File: src/rtl/change_dispenser.sv
// change_dispenser
//   Paying end of the coin interface. Accepts a change amount, pays it out
//   greedily in 5/2/1-unit coins from three stock tubes (falling back to
//   smaller coins when a tube is empty) and pulses one hopper solenoid per
//   coin. Anything it cannot pay is reported as a latched fault with the
//   unpaid remainder.
//
// Parameters
//   PULSE_CYCLES  cycles each eject line is held high (>= 1)
//   GAP_CYCLES    idle cycles after each eject (>= 1)
//   TUBE_DEPTH    coins per tube after reset or refill (<= 255)
//
// Ports
//   clk                 system clock
//   rst                 asynchronous reset, active low
//   start / amount      1-cycle pay request, amount sampled when accepted
//   refill              1-cycle pulse, reload all tubes (idle only)
//   busy                high from the accepted start cycle until the done cycle
//   done                1-cycle pulse on completion or fault
//   fault / shortfall   latched "could not pay" flag and unpaid remainder
//   eject_coin1/2/5     hopper solenoids, one-hot or all low
//   tube1/2/5_count     coins left in each tube
//   paid_total          saturating audit total of all coins ejected
//
// Build option
//   CHANGE_AUDIT_EN  when defined, paid_total accumulates the value of each
//                    coin as it is ejected; otherwise it is tied to zero.

module change_dispenser #(
    parameter int PULSE_CYCLES = 50000,
    parameter int GAP_CYCLES   = 50000,
    parameter int TUBE_DEPTH   = 15
) (
    input  logic        clk,
    input  logic        rst,
    input  logic        start,
    input  logic [7:0]  amount,
    input  logic        refill,
    output logic        busy,
    output logic        done,
    output logic        fault,
    output logic [7:0]  shortfall,
    output logic        eject_coin1,
    output logic        eject_coin2,
    output logic        eject_coin5,
    output logic [7:0]  tube1_count,
    output logic [7:0]  tube2_count,
    output logic [7:0]  tube5_count,
    output logic [15:0] paid_total
);

    localparam int TMAX  = (PULSE_CYCLES > GAP_CYCLES) ? PULSE_CYCLES : GAP_CYCLES;
    localparam int TMR_W = (TMAX > 1) ? $clog2(TMAX) : 1;

    localparam logic [TMR_W-1:0] PULSE_LAST = TMR_W'(PULSE_CYCLES - 1);
    localparam logic [TMR_W-1:0] GAP_LAST   = TMR_W'(GAP_CYCLES - 1);
    localparam logic [7:0]       TUBE_INIT  = 8'(TUBE_DEPTH);

    typedef enum logic [2:0] {
        IDLE   = 3'd0,
        SELECT = 3'd1,
        EJECT  = 3'd2,
        GAP    = 3'd3,
        DONE   = 3'd4,
        FAULT  = 3'd5
    } state_t;

    state_t           state_q, state_d;
    logic [TMR_W-1:0] tmr_q;
    logic [7:0]       remaining_q;
    logic [2:0]       sel_q;        // one-hot {coin5, coin2, coin1} being ejected
    logic             fault_q;
    logic [7:0]       shortfall_q;
    logic [7:0]       tube1_q, tube2_q, tube5_q;
    logic [2:0]       pick;
    logic [7:0]       pick_value;

    function automatic logic [7:0] coin_value(input logic [2:0] onehot);
        logic [7:0] v;
        case (onehot)
            3'b100:  v = 8'd5;
            3'b010:  v = 8'd2;
            3'b001:  v = 8'd1;
            default: v = 8'd0;
        endcase
        return v;
    endfunction

    // Next state and greedy coin choice
    always_comb begin
        state_d = state_q;
        pick    = 3'b000;
        case (state_q)
            IDLE: begin
                if (start) state_d = SELECT;
            end
            SELECT: begin
                if (remaining_q >= 8'd5 && tube5_q != 8'd0)
                    pick = 3'b100;
                else if (remaining_q >= 8'd2 && tube2_q != 8'd0)
                    pick = 3'b010;
                else if (remaining_q != 8'd0 && tube1_q != 8'd0)
                    pick = 3'b001;

                if (pick != 3'b000)
                    state_d = EJECT;
                else if (remaining_q == 8'd0)
                    state_d = DONE;
                else
                    state_d = FAULT;
            end
            EJECT: begin
                if (tmr_q == PULSE_LAST) state_d = GAP;
            end
            GAP: begin
                if (tmr_q == GAP_LAST) state_d = SELECT;
            end
            DONE, FAULT: begin
                state_d = IDLE;
            end
            default: begin
                state_d = IDLE;
            end
        endcase
    end

    assign pick_value = coin_value(pick);

    // State, timer, payment bookkeeping
    always_ff @(posedge clk or negedge rst) begin
        if (!rst) begin
            state_q     <= IDLE;
            tmr_q       <= '0;
            remaining_q <= 8'd0;
            sel_q       <= 3'b000;
            fault_q     <= 1'b0;
            shortfall_q <= 8'd0;
            tube1_q     <= TUBE_INIT;
            tube2_q     <= TUBE_INIT;
            tube5_q     <= TUBE_INIT;
        end else begin
            state_q <= state_d;

            // Timer restarts on every state change, counts while dwelling.
            if ((state_q == EJECT || state_q == GAP) && state_d == state_q)
                tmr_q <= tmr_q + 1'b1;
            else
                tmr_q <= '0;

            case (state_q)
                IDLE: begin
                    if (start) begin
                        remaining_q <= amount;
                        fault_q     <= 1'b0;
                        shortfall_q <= 8'd0;
                    end else if (refill) begin
                        tube1_q <= TUBE_INIT;
                        tube2_q <= TUBE_INIT;
                        tube5_q <= TUBE_INIT;
                    end
                end
                SELECT: begin
                    if (pick != 3'b000) begin
                        // Pick only happens on a non-empty tube, so no underflow.
                        remaining_q <= remaining_q - pick_value;
                        sel_q       <= pick;
                        if (pick[2]) tube5_q <= tube5_q - 8'd1;
                        if (pick[1]) tube2_q <= tube2_q - 8'd1;
                        if (pick[0]) tube1_q <= tube1_q - 8'd1;
                    end else if (remaining_q != 8'd0) begin
                        // Entering FAULT: record what could not be paid.
                        fault_q     <= 1'b1;
                        shortfall_q <= remaining_q;
                        remaining_q <= 8'd0;
                    end
                end
                default: begin
                end
            endcase
        end
    end

`ifdef CHANGE_AUDIT_EN
    logic [15:0] paid_q;

    function automatic logic [15:0] sat_add16(input logic [15:0] acc, input logic [7:0] inc);
        logic [16:0] sum;
        sum = {1'b0, acc} + {9'd0, inc};
        return sum[16] ? 16'hFFFF : sum[15:0];
    endfunction

    // Credited when the coin is committed, i.e. on entry to EJECT.
    always_ff @(posedge clk or negedge rst) begin
        if (!rst)
            paid_q <= 16'd0;
        else if (state_q == SELECT && pick != 3'b000)
            paid_q <= sat_add16(paid_q, pick_value);
    end

    assign paid_total = paid_q;
`else
    assign paid_total = 16'd0;
`endif

    // Ejects decode straight from state so reset drops them asynchronously.
    assign eject_coin5 = (state_q == EJECT) && sel_q[2];
    assign eject_coin2 = (state_q == EJECT) && sel_q[1];
    assign eject_coin1 = (state_q == EJECT) && sel_q[0];

    // busy covers the accepting start cycle itself, and drops in the done cycle.
    assign busy = (state_q == IDLE) ? (start && rst)
                                    : (state_q != DONE && state_q != FAULT);
    assign done = (state_q == DONE) || (state_q == FAULT);

    assign fault       = fault_q;
    assign shortfall   = shortfall_q;
    assign tube1_count = tube1_q;
    assign tube2_count = tube2_q;
    assign tube5_count = tube5_q;

endmodule

File: config.mk
export PLATFORM = sky130hd
export DESIGN_NAME = change_dispenser
export DESIGN_NICKNAME = d
export VERILOG_FILES = /design/src/rtl/change_dispenser.sv
export SDC_FILE = /design/constraint.sdc
export NUM_CORES = 1
export LEC_CHECK = 0
export ABC_AREA = 1
export BUFFER_PORTS_ARGS = -buffer_cell sky130_fd_sc_hd__buf_4
export CELL_PAD_IN_SITES_DETAIL_PLACEMENT = 0
export CELL_PAD_IN_SITES_GLOBAL_PLACEMENT = 1
export CORE_ASPECT_RATIO = 0.75
export CORE_MARGIN = 2
export CORE_UTILIZATION = 25
export DETAILED_ROUTE_END_ITERATION = 10
export GPL_TIMING_DRIVEN = 0
export PLACE_DENSITY_LB_ADDON = 0.1
export RECOVER_POWER = 25
export SLEW_MARGIN = 30
export SYNTH_ARGS = -nofsm -noshare
export SYNTH_HDL_FRONTEND = slang
export SYNTH_SLANG_ARGS = --single-unit
export TNS_END_PERCENT = 5
File: constraint.sdc
create_clock -name clk -period 3.8 [get_ports clk]
set_clock_uncertainty 0.15 [all_clocks]
set_input_delay 0.19 -clock clk [delete_from_list [all_inputs] [get_ports clk]]
set_output_delay 0.19 -clock clk [all_outputs]
set_load 0.02 [all_outputs]
==> impl_metrics.json, run 1 <==
{
  "outcome": "finished, violations left",
  "failing_checks": "max-capacitance violations, max-slew violations",
  "number_of_nets_in_the_layout": 628,
  "leakage_nw": 2.47,
  "path_class": "reg -> reg",
  "antennaDiodeCount": 0,
  "drcViolationCount": 0,
  "cts-htree-levels": 3,
  "core_area_um2": 15200,
  "synthAdderAreaFrac": 0.0278,
  "cts-resized-gates": 0,
  "slew_at_the_pin_closest_to_its_max_slew_limit_ns": 1.72,
  "slowest_delay_ns": 0.57,
  "critical_path.max_fanout": 8,
  "tritoncts": "yes",
  "areaGrowthSynthToFinish_pct": 26.6,
  "timing.hold.worst.class": "in -> reg",
  "synth.avg_cell_area_um2": 7.35,
  "mostFrequentLayoutCells": "nand2_1 (169), buf_4 (65), inv_1 (64), nor2_1 (58), dfrtp_1 (51)",
  "max_cap_viol_count": 1,
  "synthMuxAreaShare": 0,
  "detail-route-antenna-nets": 0,
  "grt.total_usage": 0.136,
  "netSwitchingPower_mw": 0.398,
  "drt_iter0_markers": 138,
  "clock_network_fraction_of_design_power": 0.500,
  "cts.sinks": 63,
  "via_count": 3394,
  "hold_violations": 0,
  "grt_first_pass_wirelength_um": 17600,
  "fin_util": 0.323,
  "first_global_vias": 3380,
  "rr_startpoint": "tube5_count[0]$_DFFE_PN1P_",
  "top_level_ports": 66,
  "irDropWorstVdd_mv": 0.153,
  "hold_crit_depth": 5,
  "totalNegativeSetupSlack_ns": 0,
  "dieWidth_um": 148,
  "cp_data_required_time_ns": 3.88,
  "yosys.area_share.simple": 0.355,
  "place_congestion": 0.799,
  "min_to": "remaining_q[0]$_DFFE_PN0P_",
  "min_from": "amount[0]",
  "final-max-slew-violation-count": 65,
  "r2r_end": "remaining_q[6]$_DFFE_PN0P_",
  "postSynthRegisterBits": 63,
  "synth.yosys.seq_area_share": 0.411,
  "die_area_um2": 16500,
  "routedLengthMet1_um": 5340,
  "crit_arrival_ns": 3.36,
  "detailroute.wirelength.met2_um": 4420,
  "quantity_of_i_o_buffers_inserted_on_ports": 49,
  "timing.final.crit_period_ns": 3.29,
  "regToRegSetupSlack_ns": 0.51,
  "worstSkewPairLatency_ns": 0.33,
  "die_h_um": 112,
  "synthesis.yosys.warnings": 0,
  "synth_compound_gate_area_share": 0.0365,
  "cts-buffers-inserted": 9,
  "antenna_found_initial": 0,
  "cellPowerDensity_nw_per_um2": 337,
  "switching_share": 0.241,
  "comb_power_share": 0.078,
  "detail_route.wl_per_cell_um": 12.6,
  "reg2reg_depth": 19,
  "detailed_routing_iterations_pass_1": 4,
  "max-clock-path-buffers": 2,
  "unrepaired_setup_endpoints_after_global_routing": "false",
  "clk_root_buffer_cell": "clkbuf_16",
  "fmax_mhz": 304,
  "globalRouteOverflowTotal": 0,
  "setup_viol": 0,
  "initial_utilization": 0.255,
  "synthesis.instances": 527,
  "synthXorXnorAreaFrac": 0.0543,
  "floorplan.rows": 39,
  "clk_transition_reported_paths_ns": 0.06,
  "cell_breakdown_of_the_critical_path": "inv_1, ha_1, nand2_1, nor2_1, nand2_1, o21ai_4, nor2_1, inv_1, nand2_1, ha_1, inv_1, fa_1, nand2_1, nand4_1, xor2_1, nand3_1, nand2_1, nand2_1, nand2_1",
  "layout_commonest_cell": "nand2_1",
  "critical-path-top-cell-by-count": "nand2_1",
  "dr.max_layer_used": "met4",
  "viasPerCell": 4.15,
  "internal_power_mw": 1.26,
  "critical_path.endpoint_type": "register",
  "finalWirelength_um": 10300,
  "met3_length_um": 375,
  "final_cycle_utilization_of_the_critical_path": 0.865,
  "synth_top_family_by_area": "simple AND/OR/NAND/NOR gates",
  "critical-path-slowest-cell": "dfstp_2",
  "pin_count_of_the_biggest_net_entering_global_routing": 65,
  "place.detailed.hpwl_um": 7540,
  "cp-start-kind": "register",
  "summed_instance_area_of_the_synthesized_netlist_um2": 3870,
  "slew_headroom": -0.145,
  "seqPwrFrac": 0.422,
  "netlist_cell_types": 34,
  "layout-drive-gt1-share": 0.197
}
-- how the worst max path moves through the flow --
| stage | from | endpoint | slack [ns] |
|---|---|---|---|
| after floorplan | tube1_count[0]$_DFFE_PN1P_ | remaining_q[6]$_DFFE_PN0P_ | 0.85 |
| after CTS | tube5_count[0]$_DFFE_PN1P_ | remaining_q[6]$_DFFE_PN0P_ | 0.46 |
| final | tube5_count[0]$_DFFE_PN1P_ | remaining_q[6]$_DFFE_PN0P_ | 0.51 |
| after global placement | tube5_count[0]$_DFFE_PN1P_ | remaining_q[6]$_DFFE_PN0P_ | 0.51 |
| after global routing | tube5_count[0]$_DFFE_PN1P_ | remaining_q[6]$_DFFE_PN0P_ | 0.24 |
| after detailed placement | tube5_count[0]$_DFFE_PN1P_ | remaining_q[6]$_DFFE_PN0P_ | 0.49 |
-- through the flow --
step	power (mW)	cell area (um^2)	hold WS, ns	setup WS [ns]	std cells
after global placement	0.836	4550	0.233	0.511	796
after CTS	1.69	4910	0.00509	0.457	818
after global routing	1.73	4900	0.0241	0.242	818
after detailed placement	0.836	4550	0.238	0.486	796
after floorplan	0.791	3930	-0.256	0.851	542
final	1.65	4900	0.00927	0.513	818
-- final cells by class --
| class | instances | area (um^2) |
|---|---|---|
| Fill cell | 1677 | 10300 |
| Multi-Input combinational cell | 383 | 1900 |
| Sequential cell | 63 | 1590 |
| Timing Repair Buffer | 55 | 425 |
| Inverter | 71 | 267 |
| Tap cell | 205 | 256 |
| Clock buffer | 12 | 246 |
| Buffer | 25 | 176 |
| Clock inverter | 4 | 45.0 |
-- power groups by stage --
stage	Clock, mW	Combinational (mW)	Sequential, mW
2_1_floorplan	0	0.0852	0.706
3_3_place_gp	0	0.126	0.709
3_5_place_dp	0	0.127	0.709
4_1_cts	0.861	0.132	0.698
5_1_grt	0.882	0.148	0.700
6_report	0.826	0.130	0.698
-- synth_stat cells --
cell	instances	area share
a21oi_1	3	0.0039
a22oi_1	1	0.0019
buf_2	3	0.0039
buf_4	17	0.033
buf_6	2	0.0058
clkbuf_1	3	0.0029
conb_1	1	0.00097
dfrtp_1	51	0.33
dfstp_2	12	0.081
fa_1	1	0.0052
ha_1	7	0.023
inv_1	64	0.062
inv_2	7	0.0068
nand2_1	169	0.16
nand2_2	4	0.0065
nand2_4	1	0.0029
nand3_1	41	0.053
nand3_2	1	0.0026
nand3_4	4	0.018
nand4_1	10	0.016
nand4_2	1	0.0032
nor2_1	58	0.056
nor2_2	2	0.0032
nor2_4	2	0.0058
nor3_1	13	0.017
nor3b_1	2	0.0039
nor4_1	1	0.0016
o21a_1	1	0.0019
o21ai_0	5	0.0065
o21ai_1	14	0.018
o21ai_4	1	0.0042
or2_2	1	0.0016
xnor2_1	4	0.0090
xor2_1	20	0.045
-- cell families (layout without fill, tap and decap cells) --
| group | after synthesis | in the layout |
|---|---|---|
| adders and majority gates | 8 | 8 |
| DFF | 63 | 63 |
| buffers and inverters | 96 | 167 |
| xor gates and xnor gates | 24 | 24 |
| AOI/OAI and AO/OA | 25 | 25 |
| and+or+nand+nor | 310 | 310 |
| other | 1 | 16 |
-- routing by layer --
metal  vias up  global-route usage
li1       1771                   -
met1      1555               0.194
met2        57               0.202
met3        11              0.0320
met4         0              0.0423
met5         -                   0
-- sequential cells by signal, indices dropped and copies added (netlist names) --
register / cells
tmr_q: 16
remaining_q: 8
shortfall: 8
tube1_count: 8
tube2_count: 8
tube5_count: 8
sel_q: 3
state_q: 3
fault: 1
-- repair_timing --
action	4_1_cts	5_1_grt
endpoints found under the hold margin	56	0
hold buffers	6	0
setup buffers	0	0
-- worst max-delay path: cells and delay by family, from the launching register on --
kind	cells	cell delay (ns)
flip-flops	1	0.57
adder cells (fa/ha/maj)	3	0.83
buffers and inverters	3	0.31
AO/OA/AOI/OAI	1	0.15
XOR/XNOR	1	0.15
AND/OR/NAND/NOR	11	1.02
Note: power is estimated with default switching activity, not from simulation.
==> run 2: changes to the inputs <==
- REMOVE_ABC_BUFFERS: not set -> 1
==> run 2 against run 1 <==
Setup slack better by 0.020 ns. First-iteration DRC count is 8.7% higher. Combinational power is 15% lower. Die area stayed put. Non-clock buffer count is 24 lower. Cell area is 3.1% lower. Highest routed layer unchanged. The flow still finishes with violations (max-capacitance violations, max-slew violations). Total power is 1.2% lower. Maximum frequency is 0.63% higher. Largest power group unchanged. Clock-buffer cell count is 2 higher. Clock power is 0.6% lower.
==> impl_metrics.json, run 2 (synthesis results as in run 1) <==
{
  "cp-start-kind": "register",
  "drt_iter0_markers": 150,
  "crit_arrival_ns": 3.35,
  "cp_top_family": "simple AND/OR/NAND/NOR gates",
  "initial_utilization": 0.255,
  "mostFrequentLayoutCells": "nand2_1 (168), inv_1 (63), nor2_1 (58), dfrtp_1 (51), buf_4 (48)",
  "failing_checks": "max-capacitance violations, max-slew violations",
  "antennaDiodeCount": 0,
  "sequential_cell_area_um2": 1590,
  "irDropWorstVdd_mv": 0.208,
  "postPlaceCellArea_um2": 4380,
  "top_level_ports": 66,
  "slew_at_the_pin_closest_to_its_max_slew_limit_ns": 1.69,
  "slowest_delay_ns": 0.57,
  "layout_commonest_cell": "nand2_1",
  "tritoncts": "yes",
  "floorplan.rows": 39,
  "viasPerCell": 4.18,
  "path_class": "reg -> reg",
  "grt.total_usage": 0.130,
  "post_layout_nonfiller_instances": 795,
  "die_area_um2": 16500,
  "place.detailed.hpwl_um": 7200,
  "dpl.cell_count": 771,
  "antenna_found_initial": 0,
  "worstSkewPairLatency_ns": 0.34,
  "number_of_nets_in_the_layout": 605,
  "die_h_um": 112,
  "final_cycle_utilization_of_the_critical_path": 0.860,
  "top_register": "tmr_q",
  "pin_count_of_the_biggest_net_entering_global_routing": 65,
  "place_congestion": 0.759,
  "cp_data_required_time_ns": 3.88,
  "via_count": 3321,
  "critical-path-top-cell-by-count": "nand2_1",
  "first_global_vias": 3207,
  "cts_post_setup_buffers_inserted": 0,
  "areaGrowthSynthToFinish_pct": 22.7,
  "final-max-slew-violation-count": 65,
  "clk_transition_reported_paths_ns": 0.06,
  "cell_breakdown_of_the_critical_path": "inv_1, ha_1, nand2_1, nor2_1, nand2_1, o21ai_4, nor2_1, inv_1, nand2_1, ha_1, inv_1, fa_1, nand2_1, nand4_1, xor2_1, nand3_1, nand2_1, nand2_1, nand2_1",
  "cts-buffers-inserted": 9,
  "drcViolationCount": 0,
  "quantity_of_i_o_buffers_inserted_on_ports": 49,
  "multi_input_comb_area_um2": 1900,
  "detail_route.wl_per_cell_um": 12.8,
  "critical-path-slowest-cell": "dfstp_2",
  "hold_violations": 0,
  "max_cap_viol_count": 1,
  "fillerInstances": 1666,
  "setup_viol": 0,
  "core_area_um2": 15200,
  "timing.critical_path.buf_inv": 3,
  "dieWidth_um": 148,
  "outcome": "finished, violations left",
  "finalWirelength_um": 10200,
  "detailed_routing_iterations_pass_1": 4,
  "cellPowerDensity_nw_per_um2": 344,
  "unrepaired_setup_endpoints_after_global_routing": "false",
  "timing.hold.worst.class": "in -> reg",
  "cts-htree-levels": 3,
  "critical_path.endpoint_type": "register",
  "layout-drive-gt1-share": 0.175,
  "fmax_mhz": 306,
  "max-clock-path-buffers": 2,
  "timing.final.crit_period_ns": 3.27,
  "fin_area_um2": 4750,
  "max_reg_flops": 16,
  "detail-route-antenna-nets": 0,
  "clk_root_buffer_cell": "clkbuf_16",
  "cts.sinks": 63,
  "slew_headroom": -0.129,
  "critical_path.max_fanout": 8,
  "globalRouteOverflowTotal": 0,
  "grt_first_pass_wirelength_um": 16700,
  "leakage_nw": 2.34
}
run 2: final timing paths:
path / start / endpoint / slack (ns) / depth (start not counted)
setup / recovery: tube5_count[0]$_DFFE_PN1P_ / remaining_q[6]$_DFFE_PN0P_ / 0.53 / 19
hold / removal: amount[3] / remaining_q[3]$_DFFE_PN0P_ / 0.02 / 5
setup reg to reg: tube5_count[0]$_DFFE_PN1P_ / remaining_q[6]$_DFFE_PN0P_ / 0.53 / 19
hold reg to reg: tmr_q[0]$_DFF_PN0_ / tmr_q[0]$_DFF_PN0_ / 0.31 / 1
max in group asynchronous: rst / tube5_count[4]$_DFFE_PN0P_ / 1.81 / 2
min in group asynchronous: rst / remaining_q[6]$_DFFE_PN0P_ / 0.69 / 2
run 2: worst register-to-register path, delay by kind of cell, from the launching register on:
| kind | cells | cell delay [ns] |
|---|---|---|
| AND/OR/NAND/NOR | 11 | 1.02 |
| XOR/XNOR | 1 | 0.16 |
| flip-flops | 1 | 0.57 |
| AO/OA/AOI/OAI | 1 | 0.14 |
| adder cells (fa/ha/maj) | 3 | 0.82 |
| buffers and inverters | 3 | 0.31 |
run 2: layer usage:
layer  track usage  vias to the layer above  wire [um]
met1         0.184                     1517       5410
li1              -                     1723          -
met3        0.0398                       12        499
met4        0.0481                        0        155
met2         0.187                       69       4110
met5             0                        -          0
run 2: final cells by class:
class	count	area share
timing repair inverter	1	0.00105
clock inverter	2	0.00263
tap	205	0.0540
multi-input combinational	383	0.399
timing repair buffer	56	0.0916
sequential	63	0.335
inverter	71	0.0569
clock buffer	14	0.0598
run 2: report_power, final:
group	internal [mW]	switching (mW)
sequential	0.684	0.0183
combinational	0.0380	0.0727
clock	0.512	0.309
run 2: through the flow:
stage	util	TNS, ns	setup slack (ns)	total power, mW	hold WS [ns]
after floorplan	-	0	0.714	0.778	-0.256
after global placement	0.288	-0.877	-0.365	0.821	0.234
after detailed placement	0.288	-0.865	-0.353	0.821	0.235
after CTS	0.313	0	0.0262	1.68	0.0143
after global routing	0.313	0	0.212	1.71	0.0292
final	0.313	0	0.533	1.63	0.0243
run 2: what timing repair did:
action | in CTS | in global routing
hold endpoints to repair | 57 | 0
gates resized for setup | 1 | 0
hold buffers | 7 | 0
endpoints found under the setup margin | 4 | 0
==> run 3: changes to the inputs <==
- CORE_UTILIZATION: 25 -> 30
- clock period: 3.8 -> 3.45 ns (I/O delays scaled with it)
==> run 3 against run 2 <==
The flow still finishes with violations (max-capacitance violations, max-slew violations). Cell area is 0.29% higher. Combinational power increased by 11%. Non-clock buffer count up 5. Clock-buffer cell count decreased by 4. Total power grew 14%. Sequential share of layout area fell by 0.097 points. Worst hold slack got worse by 0.011 ns. Clock power grew 17%. Critical path depth unchanged. Largest power group unchanged.
==> impl_metrics.json, run 3 (synthesis results as in run 1) <==
{
  "timing.hold.worst.class": "in -> reg",
  "layout_commonest_cell": "nand2_1",
  "first_global_vias": 3189,
  "core_area_um2": 12400,
  "fin_util": 0.383,
  "crit_arrival_ns": 3.22,
  "drt_iter0_markers": 125,
  "viasPerCell": 4.33,
  "sequential_cell_area_um2": 1590,
  "die_h_um": 102,
  "grt_first_pass_wirelength_um": 16300,
  "top_register": "tmr_q",
  "antennaDiodeCount": 0,
  "setup_viol": 0,
  "unrepaired_setup_endpoints_after_global_routing": "false",
  "cellPowerDensity_nw_per_um2": 390,
  "finalWirelength_um": 9650,
  "tritoncts": "yes",
  "via_count": 3296,
  "detail-route-antenna-nets": 0,
  "clk_root_buffer_cell": "clkbuf_16",
  "cts.sinks": 63,
  "irDropWorstVdd_mv": 0.251,
  "max_reg_flops": 16,
  "path_class": "reg -> reg",
  "top_level_ports": 66,
  "quantity_of_i_o_buffers_inserted_on_ports": 49,
  "fin_area_um2": 4770,
  "floorplan.rows": 35,
  "slew_at_the_pin_closest_to_its_max_slew_limit_ns": 1.69,
  "grt.total_usage": 0.152,
  "dieWidth_um": 135,
  "mostFrequentLayoutCells": "nand2_1 (168), inv_1 (62), nor2_1 (57), buf_4 (52), dfrtp_1 (51)",
  "die_area_um2": 13800,
  "slowest_delay_ns": 0.56,
  "drcViolationCount": 0,
  "pin_count_of_the_biggest_net_entering_global_routing": 65,
  "max-clock-path-buffers": 2,
  "critical_path.max_fanout": 8,
  "outcome": "finished, violations left",
  "cell_breakdown_of_the_critical_path": "inv_1, ha_1, nand2_1, nor2_1, nand2_1, o21ai_4, nor2_2, inv_2, nand2_1, ha_1, inv_1, fa_1, nand2_1, nand4_1, xor2_1, nand3_1, nand2_1, nand2_1, nand2_1",
  "place.detailed.hpwl_um": 6860,
  "postPlaceCellArea_um2": 4330,
  "fmax_mhz": 318,
  "critical_path.endpoint_type": "register",
  "cts-buffers-inserted": 9,
  "timing.critical_path.buf_inv": 3,
  "globalRouteOverflowTotal": 0,
  "layout-drive-gt1-share": 0.185,
  "timing.final.crit_period_ns": 3.15,
  "final-max-slew-violation-count": 65,
  "critical-path-top-cell-by-count": "nand2_1",
  "critical-path-slowest-cell": "dfstp_2",
  "cp_data_required_time_ns": 3.52,
  "cts-htree-levels": 3,
  "initial_utilization": 0.311,
  "final_cycle_utilization_of_the_critical_path": 0.912,
  "number_of_nets_in_the_layout": 610,
  "fin_worst_hold_slack_ns": 0.0129,
  "clk_transition_reported_paths_ns": 0.05,
  "antenna_found_initial": 0,
  "cp-start-kind": "register",
  "max_cap_viol_count": 1,
  "detailed_routing_iterations_pass_1": 4,
  "leakage_nw": 2.37,
  "failing_checks": "max-capacitance violations, max-slew violations",
  "slew_headroom": -0.124,
  "hold_violations": 0,
  "cp_top_family": "simple AND/OR/NAND/NOR gates",
  "multi_input_comb_area_um2": 1900,
  "place_congestion": 0.762,
  "detail_route.wl_per_cell_um": 12.7,
  "areaGrowthSynthToFinish_pct": 23.1,
  "worstSkewPairLatency_ns": 0.33,
  "fillerInstances": 1359
}
==> run 3: cell count changes in the layout (fill, tap and decap cells not counted), sizes merged <==
| cell | change |
|---|---|
| buf | +4 |
| bufinv | +2 |
| clkbuf | -4 |
| clkinv | +1 |
| clkinvlp | +1 |
| dlygate4sd3 | +1 |
==> run 3: per-layer routing <==
metal / vias up / routed length (um) / GRT usage
met4: 0 / 107 / 0.0441
met3: 10 / 400 / 0.0367
met1: 1498 / 5310 / 0.225
met5: - / 0 / 0
met2: 59 / 3830 / 0.219
li1: 1729 / - / -
==> run 3: final timing paths <==
check	startpoint	slack (ns)	endpoint	cells after the start
worst max-delay path	tube5_count[0]$_DFFE_PN1P_	0.30	remaining_q[6]$_DFFE_PN0P_	19
worst min-delay path	amount[2]	0.01	remaining_q[2]$_DFFE_PN0P_	5
worst max register to register	tube5_count[0]$_DFFE_PN1P_	0.30	remaining_q[6]$_DFFE_PN0P_	19
worst min register to register	tmr_q[0]$_DFF_PN0_	0.31	tmr_q[0]$_DFF_PN0_	1
max in group asynchronous	rst	1.47	sel_q[2]$_DFFE_PN0P_	2
min in group asynchronous	rst	0.69	shortfall[5]$_DFFE_PN0P_	2
==> run 3: area by class of cell <==
class	instances	share of cell area
Clock buffer	10	0.0480
Clock inverter	6	0.0178
Inverter	71	0.0567
Multi-Input combinational cell	383	0.399
Sequential cell	63	0.334
Tap cell	166	0.0436
Timing Repair Buffer	61	0.0997
Timing Repair inverter	1	0.00105
==> run 3: report_power, final <==
part	total, mW	switching, mW	internal (mW)
Sequential	0.772	0.0194	0.753
Combinational	0.123	0.0805	0.0426
Clock	0.962	0.333	0.629
Total	1.86	0.433	1.42
==> run 3: repair_timing <==
action                                  CTS  global route
buffers inserted                          0             4
pin swaps                                 0             0
endpoints found under the setup margin    3             2
hold buffers                              8             0
gates resized for setup                   1             3
hold endpoints to repair                 58             0
cloned                                    1             0
==> run 3: worst reg2reg max path: cells and delay by family, from the launching register on <==
family | cells | cell delay [ns]
compound gates | 1 | 0.15
xor+xnor | 1 | 0.16
fa+ha+maj | 3 | 0.81
buf+inv | 3 | 0.24
flops | 1 | 0.56
simple gates | 11 | 0.97
==> run 3: per-stage QoR <==
step / total power [mW] / std cells / setup TNS [ns] / setup slack (ns)
6_report: 1.86 / 761 / 0 / 0.302
5_1_grt: 1.95 / 761 / 0 / 0.0236
4_1_cts: 1.89 / 757 / 0 / 0.139
3_5_place_dp: 0.903 / 732 / -0.617 / -0.287
3_3_place_gp: 0.902 / 732 / -3.08 / -0.709
2_1_floorplan: 0.856 / 517 / 0 / 0.364
